$ cat config.mk
export PLATFORM = sky130hd
export DESIGN_NAME = rotate_left_seq_flat
export DESIGN_NICKNAME = d
export VERILOG_FILES = /design/src/rtl/rotate_left_seq_if.sv /design/src/rtl/rotate_left_seq.sv /design/src/flat_wrapper.sv
export SDC_FILE = /design/constraint.sdc
export NUM_CORES = 1
export LEC_CHECK = 0
export ABC_AREA = 0
export CAP_MARGIN = 5
export CELL_PAD_IN_SITES_DETAIL_PLACEMENT = 1
export CELL_PAD_IN_SITES_GLOBAL_PLACEMENT = 1
export CORE_UTILIZATION = 34
export DETAILED_ROUTE_END_ITERATION = 10
export PLACE_DENSITY = 0.84
export RECOVER_POWER = 100
export SLEW_MARGIN = 20
export SYNTH_ARGS = -nofsm -noshare
export SYNTH_HDL_FRONTEND = slang
export SYNTH_SLANG_ARGS = --single-unit
$ cat constraint.sdc
create_clock -name clk -period 5.1 [get_ports clk]
set_clock_uncertainty 0.2 [all_clocks]
set_input_delay 0.51 -clock clk [delete_from_list [all_inputs] [get_ports clk]]
set_output_delay 0.51 -clock clk [all_outputs]
set_load 0.05 [all_outputs]
$ cat src/rtl/rotate_left_seq_if.sv
// Handshake bundle for the sequential rotate-left unit: an input word/amount
// channel, a held result channel, and the busy status flag.
interface rotate_left_seq_if #(
   parameter int WIDTH = 4
);
   localparam int AW = $clog2(WIDTH);

   logic             in_valid;
   logic             in_ready;
   logic [WIDTH-1:0] in_data;
   logic [AW-1:0]    in_amt;
   logic             out_valid;
   logic             out_ready;
   logic [WIDTH-1:0] out_data;
   logic             busy;

   // Upstream/downstream side: supplies words, consumes results.
   modport master (
      output in_valid, in_data, in_amt, out_ready,
      input  in_ready, out_valid, out_data, busy
   );

   // Rotator side.
   modport slave (
      input  in_valid, in_data, in_amt, out_ready,
      output in_ready, out_valid, out_data, busy
   );
endinterface

$ cat src/rtl/rotate_left_seq.sv
// Sequential rotate-left unit. Undoes the upstream rotator by moving the word
// left one position per clock, wrapping the MSB into the LSB, then holds the
// result until downstream takes it. One transaction in flight at a time.
module rotate_left_seq #(
   parameter int WIDTH = 4
) (
   input  logic             clk,
   input  logic             rst,
   rotate_left_seq_if.slave bus
);
   localparam int AW = $clog2(WIDTH);

   typedef enum logic [1:0] {
      IDLE  = 2'd0,
      SHIFT = 2'd1,
      DONE  = 2'd2
   } state_t;

   state_t           state;
   state_t           state_nxt;
   logic [WIDTH-1:0] data_q;
   logic [AW-1:0]    cnt_q;

   // State register; reset aborts any transaction in progress.
   always_ff @(posedge clk or posedge rst) begin
      if (rst) state <= IDLE;
      else     state <= state_nxt;
   end

   // Next-state decode. A zero amount skips SHIFT entirely; count==1 marks
   // the final rotation.
   always_comb begin
      state_nxt = state;
      case (state)
         IDLE:    if (bus.in_valid) state_nxt = (bus.in_amt == '0) ? DONE : SHIFT;
         SHIFT:   if (cnt_q == AW'(1)) state_nxt = DONE;
         DONE:    if (bus.out_ready) state_nxt = IDLE;
         default: state_nxt = IDLE;
      endcase
   end

   // Datapath: inputs are sampled only on acceptance, so garbage on in_data
   // while in_valid is low never reaches the registers. Data is frozen in
   // DONE so backpressure cannot disturb the result.
   always_ff @(posedge clk or posedge rst) begin
      if (rst) begin
         data_q <= '0;
         cnt_q  <= '0;
      end else begin
         case (state)
            IDLE: begin
               if (bus.in_valid) begin
                  data_q <= bus.in_data;
                  cnt_q  <= bus.in_amt;
               end
            end
            SHIFT: begin
               data_q <= {data_q[WIDTH-2:0], data_q[WIDTH-1]};
               cnt_q  <= cnt_q - AW'(1);
            end
            default: ;
         endcase
      end
   end

   // Status outputs come straight from the state register.
   assign bus.in_ready  = (state == IDLE);
   assign bus.out_valid = (state == DONE);
   assign bus.busy      = (state == SHIFT) || (state == DONE);
   assign bus.out_data  = data_q;

endmodule

$ cat src/flat_wrapper.sv
// flat-port wrapper written by rule: the top's interface ports become plain ports
module rotate_left_seq_flat 
#(
   parameter int WIDTH = 4
)
  (clk, rst, bus_in_valid, bus_in_data, bus_in_amt, bus_out_ready, bus_in_ready, bus_out_valid, bus_out_data, bus_busy);
  rotate_left_seq_if #(.WIDTH(WIDTH)) bus_i ();
  input  logic clk;
  input  logic rst;
  input wire logic [$bits(bus_i.in_valid)-1:0] bus_in_valid;
  input wire logic [$bits(bus_i.in_data)-1:0] bus_in_data;
  input wire logic [$bits(bus_i.in_amt)-1:0] bus_in_amt;
  input wire logic [$bits(bus_i.out_ready)-1:0] bus_out_ready;
  output wire logic [$bits(bus_i.in_ready)-1:0] bus_in_ready;
  output wire logic [$bits(bus_i.out_valid)-1:0] bus_out_valid;
  output wire logic [$bits(bus_i.out_data)-1:0] bus_out_data;
  output wire logic [$bits(bus_i.busy)-1:0] bus_busy;
  assign bus_i.in_valid = bus_in_valid;
  assign bus_i.in_data = bus_in_data;
  assign bus_i.in_amt = bus_in_amt;
  assign bus_i.out_ready = bus_out_ready;
  assign bus_in_ready = bus_i.in_ready;
  assign bus_out_valid = bus_i.out_valid;
  assign bus_out_data = bus_i.out_data;
  assign bus_busy = bus_i.busy;
  rotate_left_seq #(.WIDTH(WIDTH)) u_core (.clk(clk), .rst(rst), .bus(bus_i));
endmodule
# Word level (Yosys, flattened, before mapping)
# Index checks and enable logic that the tools add are counted.
# totals
input_bits,10
rom_bits,0
latchBits,0
word_cells,25
register_bits,8
mem_count,0
output_inout_bits,7
ramBits,0
# op_classes
reduce_logical,6
n_div,0
mux,9
n_mul,0
n_lt_le_gt_ge,0
shift,0
bitwise_logic,0
addsub,1
n_eq_ne,6
# op_table
cell,n
2-bit two-way mux,5
4-bit one-hot mux with 2 select lines,1
2-bit one-hot mux with 3 select lines,1
"2-bit by 1-bit == test with 1-bit output, second input constant",2
2-bit zero test,2
4-bit two-way mux,1
"2-bit != test, second input constant",2
2-bit one-hot mux with 2 select lines,1
3-bit AND reduction,1
"2-bit == test, second input constant",1
"2-bit by 1-bit != test with 1-bit output, second input constant",1
2-bit AND reduction,1
2-bit nonzero test,1
"2-bit by 1-bit subtractor with 2-bit output, second input constant",1
1-bit logical OR,1

# Depth between registers and ports, before layout
# Gate-level depths: netlist of run 1.
# depth
ltp_word,4
depth_mapped,7
mapped_depth_nobuf,5

# Worst setup path before layout of run 1
# OpenSTA, ideal clock, no wires.
# synth_path
path_kind,register to register
from,register u_core.state[0]
to,"register u_core.data_q[0], in the netlist u_core.bus.out_data[0]"
arrival_ps,1596
path_stages_with_launch,6
path_buffers,1
setup_ps,128
setup_slack_ps,3176
required_ps,4772
synth_period_minus_slack_ps,1924
path_cell_list,dfrtp_1 > inv_1 > ha_1 > mux2i_1 > buf_2 > o21ai_0
# synth_via
elab_chain_len,3
elab_cells_between_ends,6
cone_classes,2 x eq/ne; 1 x mux; 3 x reduce/logical
# synth_rtl
item,line,text
start: declaration,rotate_left_seq.sv:19,state_t state;
start signal: assignment,rotate_left_seq.sv:27,else state <= state_nxt;
2-bit zero test *,--,
via bus_in_ready,flat_wrapper.sv:14,output wire logic [$bits(bus_i.in_ready)-1:0] bus_in_ready;
2-bit != test (no source line) or 2-bit nonzero test (tied branches),--,
2-bit AND reduction (no source line),--,
end signal: assignment,rotate_left_seq.sv:53,data_q <= bus.in_data;
end signal: assignment,rotate_left_seq.sv:58,"data_q <= {data_q[WIDTH-2:0], data_q[WIDTH-1]};"
end: declaration,rotate_left_seq.sv:21,logic [WIDTH-1:0] data_q;
# Mark *: on every way through the listed nets, which the timed path passes. The rest lies on a longest branch.
# A chain may end at the register's enable or synchronous reset.

# Worst setup path after layout of run 1
# layout_path
from,register u_core.state[1]
to,output port bus_in_ready
# layout_via
elab_chain_len,1
# layout_rtl
item,line,text
2-bit zero test,rotate_left_seq.sv:67,assign bus.in_ready = (state == IDLE);
end: declaration,flat_wrapper.sv:14,
# No other way between the ends.

==> results.toml, run 1 <==
[yosys]
synth_cells = 49
synth_top_area_share = 0.4030
synth-seq-cells = 8
ys_types = 15
synth_top_area_cell = "dfrtp_1"
yosysSeqAreaShare = 0.4030
syn_avg_cell_area_um2 = 10.14
yosysWarnings = 0
syn_nets = 65
netlist_area_um2 = 496.7
ys_top_cells_by_area = "dfrtp_1, mux2i_1, ha_1, o21ai_0, inv_1"

[drt]
dr.pass1.iters = 4
drt_iter0_markers = 8
drtAntennaViolNets = 0
vias = 419
vias_per_cell = 5.173
routed_wl_mm = 1.093
wl_per_cell_um = 13.49
drc = 0

[timing]
final.period_utilization = 0.5187
rsz0062_at_grt = "false"
finalWorstSetupSlack_ns = 2.455
setup_viol = 0
finalCriticalPeriod_ns = 2.645
drv_slew = 0
worst_pin_slew_ns = 0.8187
max_freq_mhz = 378.0
slew_headroom = 0.4386
final_hold_viol_count = 0
setup_tns_ns = 0

[critical_path]
end_kind = "primary output"
critPathLaunchType = "flip-flop"
worstSetupPathType = "reg -> out"
crit_required_ns = 4.39
crit_path_max_fanout = 5
regToRegStartpoint = "u_core.state[1]"
crit_path_start = "u_core.state[1]"
arrival_ns = 1.94

[min_path]
min_from = "u_core.cnt_q[1]"
min_path_type = "reg -> reg"

[clocking]
cts_tree = "yes"
hold_buffers = 0
numCtsBuffers = 3
numClockSinks = 8
cts_buffer_depth = 2
cts.clk_slew.worst_paths_ns = 0.05
post_cts_buffers = 0
cts-root-buf = "clkbuf_4"
clk_latency_ns = 0.25
post_cts_resized = 0
htree_levels = 1

[placed_design]
hpwl_um = 823.2
gp_congestion = 0.6229
port_buffers = 16
pre_cts_ws_ns = 2.782

[die]
top_level_ports = 17
dieArea_um2 = 1618
die_w_um = 40.22
die_h_um = 40.22
coreArea_um2 = 1334
rows = 13
start_util = 0.3724

[grt]
grt_overflow = 0
antenna_found_initial = 0
grt_pass1_wl_mm = 1.787
grt_pass1_vias = 430
grt_max_degree = 13
grt_usage = 0.1791

[final_layout]
fill_cells = 161
antenna_cells = 0
syn_to_final_growth_pct = 37.28
final_common_cell = "dlygate4sd3_1"
multiInputGateArea_um2 = 254.0
regArea_um2 = 200.2
final_cell_mix = "dlygate4sd3_1, mux2i_1, dfrtp_1"
drive_gt1_frac = 0.04545
layout.nets = 84

[flow_run]
max_cap_viol_count = 0

[status]
outcome = "complete, no violations"

[pwr]
p_leak_uw = 0.0003229
ir_worst_vdd_v = 0.0003285
pwr_density_cell_nw_per_um2 = 675.3
[worst max-delay path, stage by stage (launching register included)]
cell,delay (ns)
dfrtp_1,0.37
inv_1,0.16
ha_1,0.26
dlygate4sd3_1,0.89
[routing by layer]
layer  global-route usage  up-vias  share of wire
met2               0.3427       18           0.49
met1               0.1667      197           0.43
met4               0.1500        0          0.030
met3              0.01667        4          0.050
li1                     -      200              -
met5                    0        -              0
[area by class of cell]
| type | instances | area share |
|---|---|---|
| clock buffer | 3 | 0.03303 |
| timing repair buffer | 16 | 0.2349 |
| sequential | 8 | 0.2936 |
| inverter | 7 | 0.03853 |
| tap | 15 | 0.02752 |
| multi-input combinational | 32 | 0.3725 |
[power breakdown]
group          internal (uW)  switching [uW]
Clock                   26.9            21.4
Sequential              94.2            21.0
Combinational            102             195
[cells in the mapped netlist]
master    number
a222oi_1       1
buf_2          1
buf_6          1
dfrtp_1        8
ha_1           6
inv_1          7
mux2i_1        8
nand2_1        5
nor2_1         1
nor2b_1        1
nor3b_1        1
o21ai_0        6
o221ai_1       1
o22ai_1        1
o31ai_1        1
[state kept, by name, summed over array words and instances, names as in the netlist]
| name | count |
|---|---|
| u_core.cnt_q | 2 |
| u_core.state | 2 |
| u_core.bus.out_data | 4 |
[kinds of logic after synthesis]
logic type | Yosys count | share of synthesized area
AND/OR/NAND/NOR | 8 | 0.07306
buffers and inverters | 9 | 0.08564
multiplexers | 8 | 0.1612
adder cells (fa/ha/maj) | 6 | 0.1511
AO/OA/AOI/OAI | 10 | 0.1260
flip-flops | 8 | 0.4030
[stage by stage]
stage	cell area [um2]	total power, uW	cells	hold slack [ns]	utilization
CTS	681.9	478.4	81	0.2837	0.5113
global route	681.9	494.6	81	0.3039	0.5113
global placement	659.4	419.5	78	0.2689	0.4944
detailed placement	659.4	426.5	78	0.2720	0.4944
floorplan	496.7	346.2	49	0.1257	-
finish	681.9	460.5	81	0.2746	0.5113
[final timing paths]
| check | to | slack (ns) | cells past startpoint |
|---|---|---|---|
| worst min-delay path | u_core.cnt_q[1] | 0.27 | 2 |
| worst max-delay path | bus_in_ready | 2.45 | 3 |
| worst min register to register | u_core.cnt_q[1] | 0.27 | 2 |
| min in group asynchronous | u_core.state[1] | 0.43 | 2 |
| worst max register to register | u_core.cnt_q[0] | 2.99 | 5 |
| max in group asynchronous | u_core.cnt_q[1] | 4.04 | 2 |
Power figures use the tool's default switching activity.
==> run 2: changes to the inputs <==
--- a/config.mk
+++ b/config.mk
@@ -9,9 +9,9 @@
 export CAP_MARGIN = 5
 export CELL_PAD_IN_SITES_DETAIL_PLACEMENT = 1
 export CELL_PAD_IN_SITES_GLOBAL_PLACEMENT = 1
-export CORE_UTILIZATION = 34
+export CORE_UTILIZATION = 31
 export DETAILED_ROUTE_END_ITERATION = 10
-export PLACE_DENSITY = 0.84
+export PLACE_DENSITY = 0.78
 export RECOVER_POWER = 100
 export SLEW_MARGIN = 20
 export SYNTH_ARGS = -nofsm -noshare
==> constraint.sdc (replaced) <==
create_clock -name clk -period 2.5 [get_ports clk]
set_clock_uncertainty 0.2 [all_clocks]
set_input_delay 0.25 -clock clk [delete_from_list [all_inputs] [get_ports clk]]
set_output_delay 0.25 -clock clk [all_outputs]
set_load 0.05 [all_outputs]
==> run 2 against run 1 <==
  * Non-clock buffer count unchanged
  * Final cell count increased by 1.2%
  * Routed wire length decreased by 6.5%
  * Critical path type unchanged
==> results.toml, run 2 (synthesized netlist as in run 1, its figures left out) <==
[status]
outcome = "complete, no violations"

[final_layout]
fill_cells = 184
final_cell_mix = "clkdlybuf4s50_1, mux2i_1, dfrtp_1"
final_common_cell = "clkdlybuf4s50_1"
final_util = 0.4535
syn_to_final_growth_pct = 37.53
antenna_cells = 0
drive_gt1_frac = 0.04545
largest_reg_flops = 4
layout.nets = 84

[clocking]
cts-root-buf = "clkbuf_4"
htree_levels = 1
cts_tree = "yes"
cts.clk_slew.worst_paths_ns = 0.05
post_cts_resized = 0
numCtsBuffers = 3
hold_buffers = 0
post_cts_buffers = 0
numClockSinks = 8
cts_buffer_depth = 2
clk_latency_ns = 0.25

[timing]
setup_tns_ns = 0
finalCriticalPeriod_ns = 2.310
max_freq_mhz = 433.0
slew_headroom = 0.4417
setup_viol = 0
worst_pin_slew_ns = 0.8142
drv_slew = 0
final.period_utilization = 0.9239
fin_hold_ws_ns = 0.1796
rsz0062_at_grt = "false"
final_hold_viol_count = 0

[die]
die_w_um = 42.03
dieArea_um2 = 1767
start_util = 0.3297
coreArea_um2 = 1506
top_level_ports = 17
rows = 14
die_h_um = 42.03

[placed_design]
hpwl_um = 804.8
gp_congestion = 0.6952
port_buffers = 16

[grt]
antenna_found_initial = 0
grt_max_degree = 13
grt_usage = 0.1392
grt_pass1_vias = 443
grt_pass1_wl_mm = 1.897
grt_overflow = 0

[flow_run]
max_cap_viol_count = 0

[critical_path]
crit_required_ns = 2.05
crit_path_max_fanout = 4
end_kind = "primary output"
critPathLaunchType = "flip-flop"
worstSetupPathType = "reg -> out"
arrival_ns = 1.86

[drt]
drt_iter0_markers = 5
vias_per_cell = 5.195
routed_wl_mm = 1.022
drc = 0
vias = 426
wl_per_cell_um = 12.46
drtAntennaViolNets = 0
dr.pass1.iters = 4

[min_path]
min_path_type = "in -> async"

[pwr]
ir_worst_vdd_v = 0.0005753
pwr_density_cell_nw_per_um2 = 1372
p_leak_uw = 0.0003228
run 2: worst max-delay path, stage by stage, from the launching register on:
cell	delay, ns
dfrtp_1	0.37
inv_1	0.10
ha_1	0.28
dlygate4sd3_1	0.86
run 2: path summary, 6_finish.rpt:
kind	start	endpoint	slack [ns]	cells past startpoint
hold / removal	rst	u_core.state[1]	0.18	2
setup / recovery	u_core.state[0]	bus_busy	0.19	3
hold reg to reg	u_core.cnt_q[1]	u_core.cnt_q[1]	0.29	2
min in group clk	u_core.cnt_q[1]	u_core.cnt_q[1]	0.29	2
setup reg to reg	u_core.state[0]	u_core.cnt_q[0]	0.42	5
max in group asynchronous	rst	u_core.cnt_q[0]	1.69	2
run 2: routing by layer:
| layer | track usage | share of wire |
|---|---|---|
| met5 | 0 | 0 |
| met4 | 0.05625 | 0.019 |
| met3 | 0.03448 | 0.071 |
| met2 | 0.2313 | 0.47 |
| met1 | 0.1731 | 0.44 |
run 2: where the power goes:
| group | total [uW] | internal, uW | switching (uW) |
|---|---|---|---|
| registers | 235 | 192 | 42.5 |
| clock network | 97.6 | 54.9 | 42.7 |
| logic | 605 | 212 | 393 |
run 2: metrics by stage:
stage	setup WS (ns)	cells	total power [uW]	area (um2)
after floorplan	0.5761	49	706.2	496.7
after global placement	0.4923	79	858.4	660.6
after detailed placement	0.4489	79	865.2	660.6
after CTS	0.1887	82	970.4	683.2
after global routing	0.1047	82	1014	683.2
final	0.1903	82	937.4	683.2
run 2: cell type report:
cell class / instances / area, um2 / share of cell area
multi-input combinational: 32 / 254.0 / 0.3718
sequential: 8 / 200.2 / 0.2930
timing repair buffer: 16 / 160.2 / 0.2344
inverter: 7 / 26.28 / 0.03846
clock buffer: 3 / 22.52 / 0.03297
tap: 16 / 20.02 / 0.02930
==> run 3: changes to the inputs <==
==> constraint.sdc (replaced) <==
create_clock -name clk -period 2.4 [get_ports clk]
set_clock_uncertainty 0.2 [all_clocks]
set_input_delay 0.24 -clock clk [delete_from_list [all_inputs] [get_ports clk]]
set_output_delay 0.24 -clock clk [all_outputs]
set_load 0.05 [all_outputs]
==> run 3 against run 2 <==
  * Highest routed layer unchanged
  * Global-route usage up 0.37 points
  * First-iteration DRC count up 60%
  * Sequential share of layout area unchanged
  * Die area unchanged
  * Non-clock buffer count unchanged
  * Count of clock-buffer cells in the layout unchanged
  * Sequential cell count unchanged
  * Critical path depth unchanged
  * Critical path type unchanged
==> results.toml, run 3 (synthesized netlist as in run 1, its figures left out) <==
[grt]
grt_pass1_wl_mm = 1.849
grt_pass1_vias = 428
grt_overflow = 0
grt_max_degree = 13
grt_usage = 0.1430
antenna_found_initial = 0

[critical_path]
crit_required_ns = 1.96
cpPeakStageDelay_ns = 0.83
critPathSlowestCell = "clkdlybuf4s50_1"
critPathLaunchType = "flip-flop"
critPathCapture = "bus_in_ready"
reg2reg_slack_ns = 0.37
crit_path_start = "u_core.state[0]"
path_cells = "inv_1, ha_1, clkdlybuf4s50_1"
end_kind = "primary output"
reg2reg_to = "u_core.cnt_q[0]"
regToRegStartpoint = "u_core.state[0]"
arrival_ns = 1.84
worstSetupPathType = "reg -> out"
crit_path_max_fanout = 4
rr_worst_depth = 5

[timing]
worst_pin_slew_ns = 0.7615
setup_viol = 0
final.period_utilization = 0.9510
finalCriticalPeriod_ns = 2.282
max_freq_mhz = 438.2
finalWorstSetupSlack_ns = 0.1177
rsz0062_at_grt = "false"
final_hold_viol_count = 0
slew_headroom = 0.4778
drv_slew = 0
setup_tns_ns = 0

[min_path]
min_path_type = "in -> async"

[die]
dieArea_um2 = 1767
die_w_um = 42.03
rows = 14
coreArea_um2 = 1506
top_level_ports = 17
die_h_um = 42.03
start_util = 0.3297

[placed_design]
hpwl_um = 834
port_buffers = 16
place_area_um2 = 660.6
gp_congestion = 0.6950
pre_cts_ws_ns = 0.3648

[pwr]
fin_total_pwr_uw = 975.8
ir_worst_vdd_v = 0.0006015
pwr_density_cell_nw_per_um2 = 1428
p_leak_uw = 0.0003217

[clocking]
hold_buffers = 0
numClockSinks = 8
clk_latency_ns = 0.24
post_cts_buffers = 0
numCtsBuffers = 3
cts_tree = "yes"
post_cts_resized = 0
htree_levels = 1
cts_buffer_depth = 2
cts.clk_slew.worst_paths_ns = 0.05
cts-root-buf = "clkbuf_4"

[drt]
wl_per_cell_um = 12.60
dr.pass1.iters = 4
drtAntennaViolNets = 0
drc = 0
routed_wl_mm = 1.033
vias_per_cell = 5.122
vias = 420
drt_iter0_markers = 8

[final_layout]
largest_reg_flops = 4
layout.nets = 84
antenna_cells = 0
multiInputGateArea_um2 = 254.0
final_area_um2 = 683.2
syn_to_final_growth_pct = 37.53
final_cell_mix = "clkdlybuf4s50_1, mux2i_1, dfrtp_1"
final_common_cell = "clkdlybuf4s50_1"
fill_cells = 186
drive_gt1_frac = 0.04545
regArea_um2 = 200.2

[flow_run]
max_cap_viol_count = 0

[status]
outcome = "complete, no violations"
[run 3: cell types whose count changed in the layout (fill, tap and decap cells not counted)]
cell / delta
clkdlybuf4s50_1: +1
dlygate4sd3_1: -1
[run 3: worst max-delay path, delay by kind of cell, from the launching register on]
kind       cells  cell delay [ns]
fa+ha+maj      1             0.25
buf+inv        2             0.96
flops          1             0.39
[run 3: worst min path at each step]
stage                                from                     end  slack (ns)  depth (start not counted)
final                                 rst         u_core.state[0]        0.20                          2
after global routing                  rst  u_core.bus.out_data[1]        0.21                          2
after CTS                             rst  u_core.bus.out_data[3]        0.06                          2
after detailed placement  u_core.cnt_q[1]         u_core.cnt_q[1]        0.29                          2
after global placement    u_core.cnt_q[0]         u_core.cnt_q[0]        0.28                          1
after floorplan                       rst  u_core.bus.out_data[0]       -0.14                          1
[run 3: power by group]
| part | switching [uW] | total [uW] | internal [uW] |
|---|---|---|---|
| registers | 44.5 | 245 | 200 |
| clock network | 41.2 | 98.1 | 56.9 |
| logic | 407 | 633 | 226 |
[run 3: cell type report]
type,instances,share of cell area
timing repair buffer,16,0.2344
tap,16,0.02930
sequential,8,0.2930
inverter,7,0.03846
clock buffer,3,0.03297
multi-input combinational,32,0.3718
[run 3: routing by layer]
layer / global-route usage / part of all wire
met5: 0 / 0
met4: 0.1125 / 0.016
met3: 0.03448 / 0.070
met2: 0.2219 / 0.48
met1: 0.1680 / 0.44
[run 3: per-stage QoR]
stage | util | instances | hold WS (ns)
2_1_floorplan | - | 49 | -0.1443
3_3_place_gp | 0.4385 | 79 | 0.2794
3_5_place_dp | 0.4385 | 79 | 0.2853
4_1_cts | 0.4535 | 82 | 0.05648
5_1_grt | 0.4535 | 82 | 0.2129
6_report | 0.4535 | 82 | 0.1989
==> RTL edit 1, RTL diff (config.mk and constraints of run 1) <==
`WIDTH` is set to 4 in 3 places; all go to 8.
--- a/src/rtl/rotate_left_seq_if.sv
+++ b/src/rtl/rotate_left_seq_if.sv
@@ -2,5 +2,5 @@
 // channel, a held result channel, and the busy status flag.
 interface rotate_left_seq_if #(
-   parameter int WIDTH = 4
+   parameter int WIDTH = 8
 );
    localparam int AW = $clog2(WIDTH);
--- a/src/rtl/rotate_left_seq.sv
+++ b/src/rtl/rotate_left_seq.sv
@@ -3,5 +3,5 @@
 // result until downstream takes it. One transaction in flight at a time.
 module rotate_left_seq #(
-   parameter int WIDTH = 4
+   parameter int WIDTH = 8
 ) (
    input  logic             clk,
--- a/src/flat_wrapper.sv
+++ b/src/flat_wrapper.sv
@@ -2,5 +2,5 @@
 module rotate_left_seq_flat 
 #(
-   parameter int WIDTH = 4
+   parameter int WIDTH = 8
 )
   (clk, rst, bus_in_valid, bus_in_data, bus_in_amt, bus_out_ready, bus_in_ready, bus_out_valid, bus_out_data, bus_busy);
Interface: changed (resized bus_in_amt, bus_in_data and bus_out_data); port bits go from 17 to 26. The function was not compared with the original's and may differ.
==> RTL edit 1 against run 1 <==
- the flow now finishes with violations (capacitance limit, slew limit)
- combinational power grew 60%
- clock power grew 30%
- sequential cell count grew 5
- worst setup slack lost 0.20 ns
- cell area grew 49%
- sequential share of layout area grew 2.6 points
- first-iteration DRC count grew 38%
- critical path depth grew 2
- total power grew 59%
- area after synthesis grew 50%
- wire length grew 46%
- critical endpoint is now u_core.cnt_q[2]
- largest power group unchanged
- highest routed layer unchanged
==> RTL edit 1: results (changes against run 1) <==
Status
Outcome: complete, but fails checks (was complete, no violations). The checks that failed: capacitance limit, slew limit.

Critical path
The library cell contributing the largest single delay on the critical path is sky130_fd_sc_hd__mux2i_1 (was sky130_fd_sc_hd__dlygate4sd3_1). The maximum cell stage delay along the critical path is 1.22 ns (was 0.89 ns). The arrival time of the worst setup path was 2.81 ns (was 1.94 ns). The register-to-register setup slack is 2.25 ns (was 2.99 ns). The cell class contributing the biggest share of worst-path delay is multiplexers (was buffers and inverters). The largest fanout of any net on the critical path was 23 (was 5).

Synth
Most common library cells after synthesis: sky130_fd_sc_hd__dfrtp_1 (13), sky130_fd_sc_hd__nand2_1 (13), sky130_fd_sc_hd__o21ai_0 (11) (was sky130_fd_sc_hd__dfrtp_1 (8), sky130_fd_sc_hd__mux2i_1 (8), sky130_fd_sc_hd__inv_1 (7)). The distinct cell type count after synthesis is 21 (was 15). The fraction of the yosys area taken by sequential cells is 0.4355 (was 0.4030). The mean instance size in the synthesized netlist was 9.829 um2 (was 10.14 um2).

STA
The transition time at the pin with the least slew margin is 1.521 ns (was 0.8187 ns). The max-slew violation total from the final report came to 24 (was 0).

Global route
The maximum number of pins on one net before global-route repair is 24 (was 13).

Final layout
The number of standard cells in the final layout excluding fillers is 128 (was 81). The number of filler cells placed in the layout is 235 (was 161). The number of nets in the layout is 122 (was 84). The flip-flop count of the largest register after layout is 8 (was 4).

Placement
The count of buffers inserted at the top-level ports is 25 (was 16). The final weighted congestion in routability-driven placement came to 0.6941 (was 0.6229). The detailed placement HPWL is 1.230 mm (was 823.2 um).

Drt
The routed wire length is 1.592 mm (was 1.093 mm).

Run
The count of maximum capacitance violations is 1 (was 0).

Clock tree
The CTS clock-pin slew for the worst setup and hold paths is 0.08 ns (was 0.05 ns).

Power
The switching power summed over all nets is 381.9 uW (was 237.1 uW).
==> RTL edit 1: final cells by class <==
cell class	instances	area, um2	share of cell area
Sequential cell	13	325.3	0.3194
Multi-Input combinational cell	51	352.8	0.3464
Inverter	8	30.03	0.02948
Timing Repair Buffer	25	250.2	0.2457
Clock buffer	4	26.28	0.02580
Tap cell	27	33.78	0.03317
==> RTL edit 1: cells by family after synthesis <==
family          share of synthesized area
fa+ha+maj                         0.08375
mux                                0.1390
buf+inv                           0.08710
flops                              0.4355
simple gates                       0.1106
compound gates                     0.1441
==> RTL edit 1: power groups by stage <==
stage	Clock, uW	Combinational, uW	Sequential (uW)
floorplan	0	282	293
global placement	0	488	195
detailed placement	0	504	197
CTS	64.1	505	197
global route	69.9	517	204
finish	62.9	474	195
==> RTL edit 1: through the flow <==
stage	area [um2]	hold slack, ns	setup WS [ns]
2_1_floorplan	747.0	0.1870	3.053
3_3_place_gp	996.0	0.2705	2.688
3_5_place_dp	996.0	0.2852	2.568
4_1_cts	1022	0.3022	2.498
5_1_grt	1018	0.3479	1.948
6_report	1018	0.2937	2.253
==> RTL edit 1: per-layer routing <==
metal,global-route usage,part of all wire,up-vias
met3,0.02804,0.059,5
met2,0.2708,0.47,24
met4,0.08824,0.022,0
met1,0.1922,0.44,281
met5,0,0,-
li1,-,-,309
==> RTL edit 1: worst paths after layout <==
check                                      from  cells after the start                     end
max in group asynchronous                   rst                      2  u_core.bus.out_data[4]
worst max register to register  u_core.state[1]                      5         u_core.cnt_q[2]
worst min register to register  u_core.cnt_q[1]                      2         u_core.cnt_q[1]
worst min-delay path            u_core.cnt_q[1]                      2         u_core.cnt_q[1]
min in group asynchronous                   rst                      2  u_core.bus.out_data[0]
worst max-delay path            u_core.state[1]                      5         u_core.cnt_q[2]
==> RTL edit 1: tightest hold or removal path, cell delays in order (launching register included) <==
cell	delay (ns)
sky130_fd_sc_hd__dfrtp_1	0.35
sky130_fd_sc_hd__nand2_1	0.05
sky130_fd_sc_hd__o21ai_0	0.06
==> RTL edit 2, RTL diff (flow settings as in run 1) <==
Made on the original files. Re-encode `state_t` (3 states) as one-hot, 3 bits wide.
--- a/src/rtl/rotate_left_seq.sv
+++ b/src/rtl/rotate_left_seq.sv
@@ -11,8 +11,8 @@
    localparam int AW = $clog2(WIDTH);
 
-   typedef enum logic [1:0] {
-      IDLE  = 2'd0,
-      SHIFT = 2'd1,
-      DONE  = 2'd2
+   typedef enum logic [2:0] {
+      IDLE  = 3'b001,
+      SHIFT = 3'b010,
+      DONE  = 3'b100
    } state_t;
 
Behaviour: no difference found for any inputs over 10 cycles, from zero or initial values and one cycle with rst high; not proved beyond that.
==> RTL edit 2 against run 1 <==
- sequential cell count grew 1
- via count shrank 5.3%
- area after synthesis shrank 1.0%
- critical path type unchanged
- count of clock-buffer cells in the layout grew 1
- worst setup slack lost 0.11 ns
- total power shrank 7.0%
- wire length shrank 4.6%
- cell area shrank 4.0%
==> RTL edit 2: results (changes against run 1) <==
Status
Outcome: complete, no violations (unchanged).

STA
The transition time at the pin with the least slew margin is 0.5853 ns (was 0.8187 ns). The hold slack is 0.3089 ns (was 0.2746 ns).

Critical path
The beginning of the worst register-to-register path is u_core.state[0] (was u_core.state[1]). The number of cells on the worst reg-to-reg path came to 3 (was 5). The largest fanout of any net on the critical path was 12 (was 5). The register-to-register setup slack came to 3.10 ns (was 2.99 ns).

Global route
The number of global-route vias before repair was 395 (was 430). The global-route wire length before repair is 1.669 mm (was 1.787 mm). The total track usage is 0.1577 (was 0.1791). The global routing met2 resource utilization is 0.2661 (was 0.3427). The met3 capacity usage during global routing is 0.03333 (was 0.01667).

Placement
The detailed placement HPWL is 786.7 um (was 823.2 um). The final weighted congestion in routability-driven placement was 0.7287 (was 0.6229).

Drt
The routed wire length is 1.043 mm (was 1.093 mm). The top metal layer carrying routed signals is met3 (was met4). The total routed wire length on the met1 layer was 520 um (was 471 um). The detail-routed via count per cell is 5.224 (was 5.173). The first-pass detailed-route iteration total is 3 (was 4). The routed length on met3 is 45 um (was 55 um).

Synth
The distinct cell type count after synthesis is 17 (was 15). Top area cells in the synthesized netlist: sky130_fd_sc_hd__dfrtp_1 (41%), sky130_fd_sc_hd__o22a_1 (21%), sky130_fd_sc_hd__dfstp_2 (5.3%) (was sky130_fd_sc_hd__dfrtp_1 (40%), sky130_fd_sc_hd__mux2i_1 (16%), sky130_fd_sc_hd__ha_1 (15%)). The net count after synthesis was 54 (was 65). Most common library cells after synthesis: sky130_fd_sc_hd__o22a_1 (12), sky130_fd_sc_hd__dfrtp_1 (8), sky130_fd_sc_hd__nor2_1 (4) (was sky130_fd_sc_hd__dfrtp_1 (8), sky130_fd_sc_hd__mux2i_1 (8), sky130_fd_sc_hd__inv_1 (7)).

Power
The leakage power summed over all cells was 0.0002631 uW (was 0.0003229 uW). The worst vdd rail ir drop is 0.2941 mV (was 0.3285 mV). The clock network power share is 0.126 (was 0.105).

Final layout
The number of nets in the layout was 73 (was 84). The fraction of final layout cells with drive strength greater than 1 came to 0.06557 (was 0.04545).
## RTL edit 2: changes by cell type after synthesis, moves of 3 or more
cell and change:
sky130_fd_sc_hd__o22a_1 +12, sky130_fd_sc_hd__mux2i_1 -8, sky130_fd_sc_hd__o21ai_0 -6, sky130_fd_sc_hd__ha_1 -5
sky130_fd_sc_hd__nand2_1 -5, sky130_fd_sc_hd__inv_1 -4, sky130_fd_sc_hd__nand2b_1 +3, sky130_fd_sc_hd__nor2_1 +3
## RTL edit 2: how the worst max path moves through the flow
stage	slack, ns	endpoint	from	cells after the start
3_5_place_dp	2.64	bus_busy	u_core.state[2]	3
2_1_floorplan	2.64	bus_in_ready	u_core.state[0]	1
3_3_place_gp	2.71	bus_busy	u_core.state[2]	3
4_1_cts	2.35	bus_busy	u_core.state[2]	3
6_report	2.35	bus_busy	u_core.state[2]	3
5_1_grt	2.28	bus_busy	u_core.state[2]	3
## RTL edit 2: layout make-up
class,count,area [um2]
multi-input combinational,29,211.5
clock buffer,4,26.28
tap,15,18.77
timing repair buffer,16,160.2
inverter,3,11.26
sequential,9,226.5
fill,156,663.1
## RTL edit 2: kinds of logic after synthesis
| group | share of synthesized area |
|---|---|
| AO/OA/AOI/OAI | 0.2774 |
| AND/OR/NAND/NOR | 0.1756 |
| adder cells (fa/ha/maj) | 0.02544 |
| flip-flops | 0.4606 |
| buffers and inverters | 0.06107 |
## RTL edit 2: through the flow
step                      cells  power (uW)  cell area (um2)    util
after floorplan              43       327.8            491.7       -
final                        76       428.4            654.4  0.4967
after detailed placement     72       402.0            651.9  0.4948
after CTS                    76       457.7            678.2  0.5147
after global routing         76       455.9            654.4  0.4967
after global placement       72       398.7            651.9  0.4948
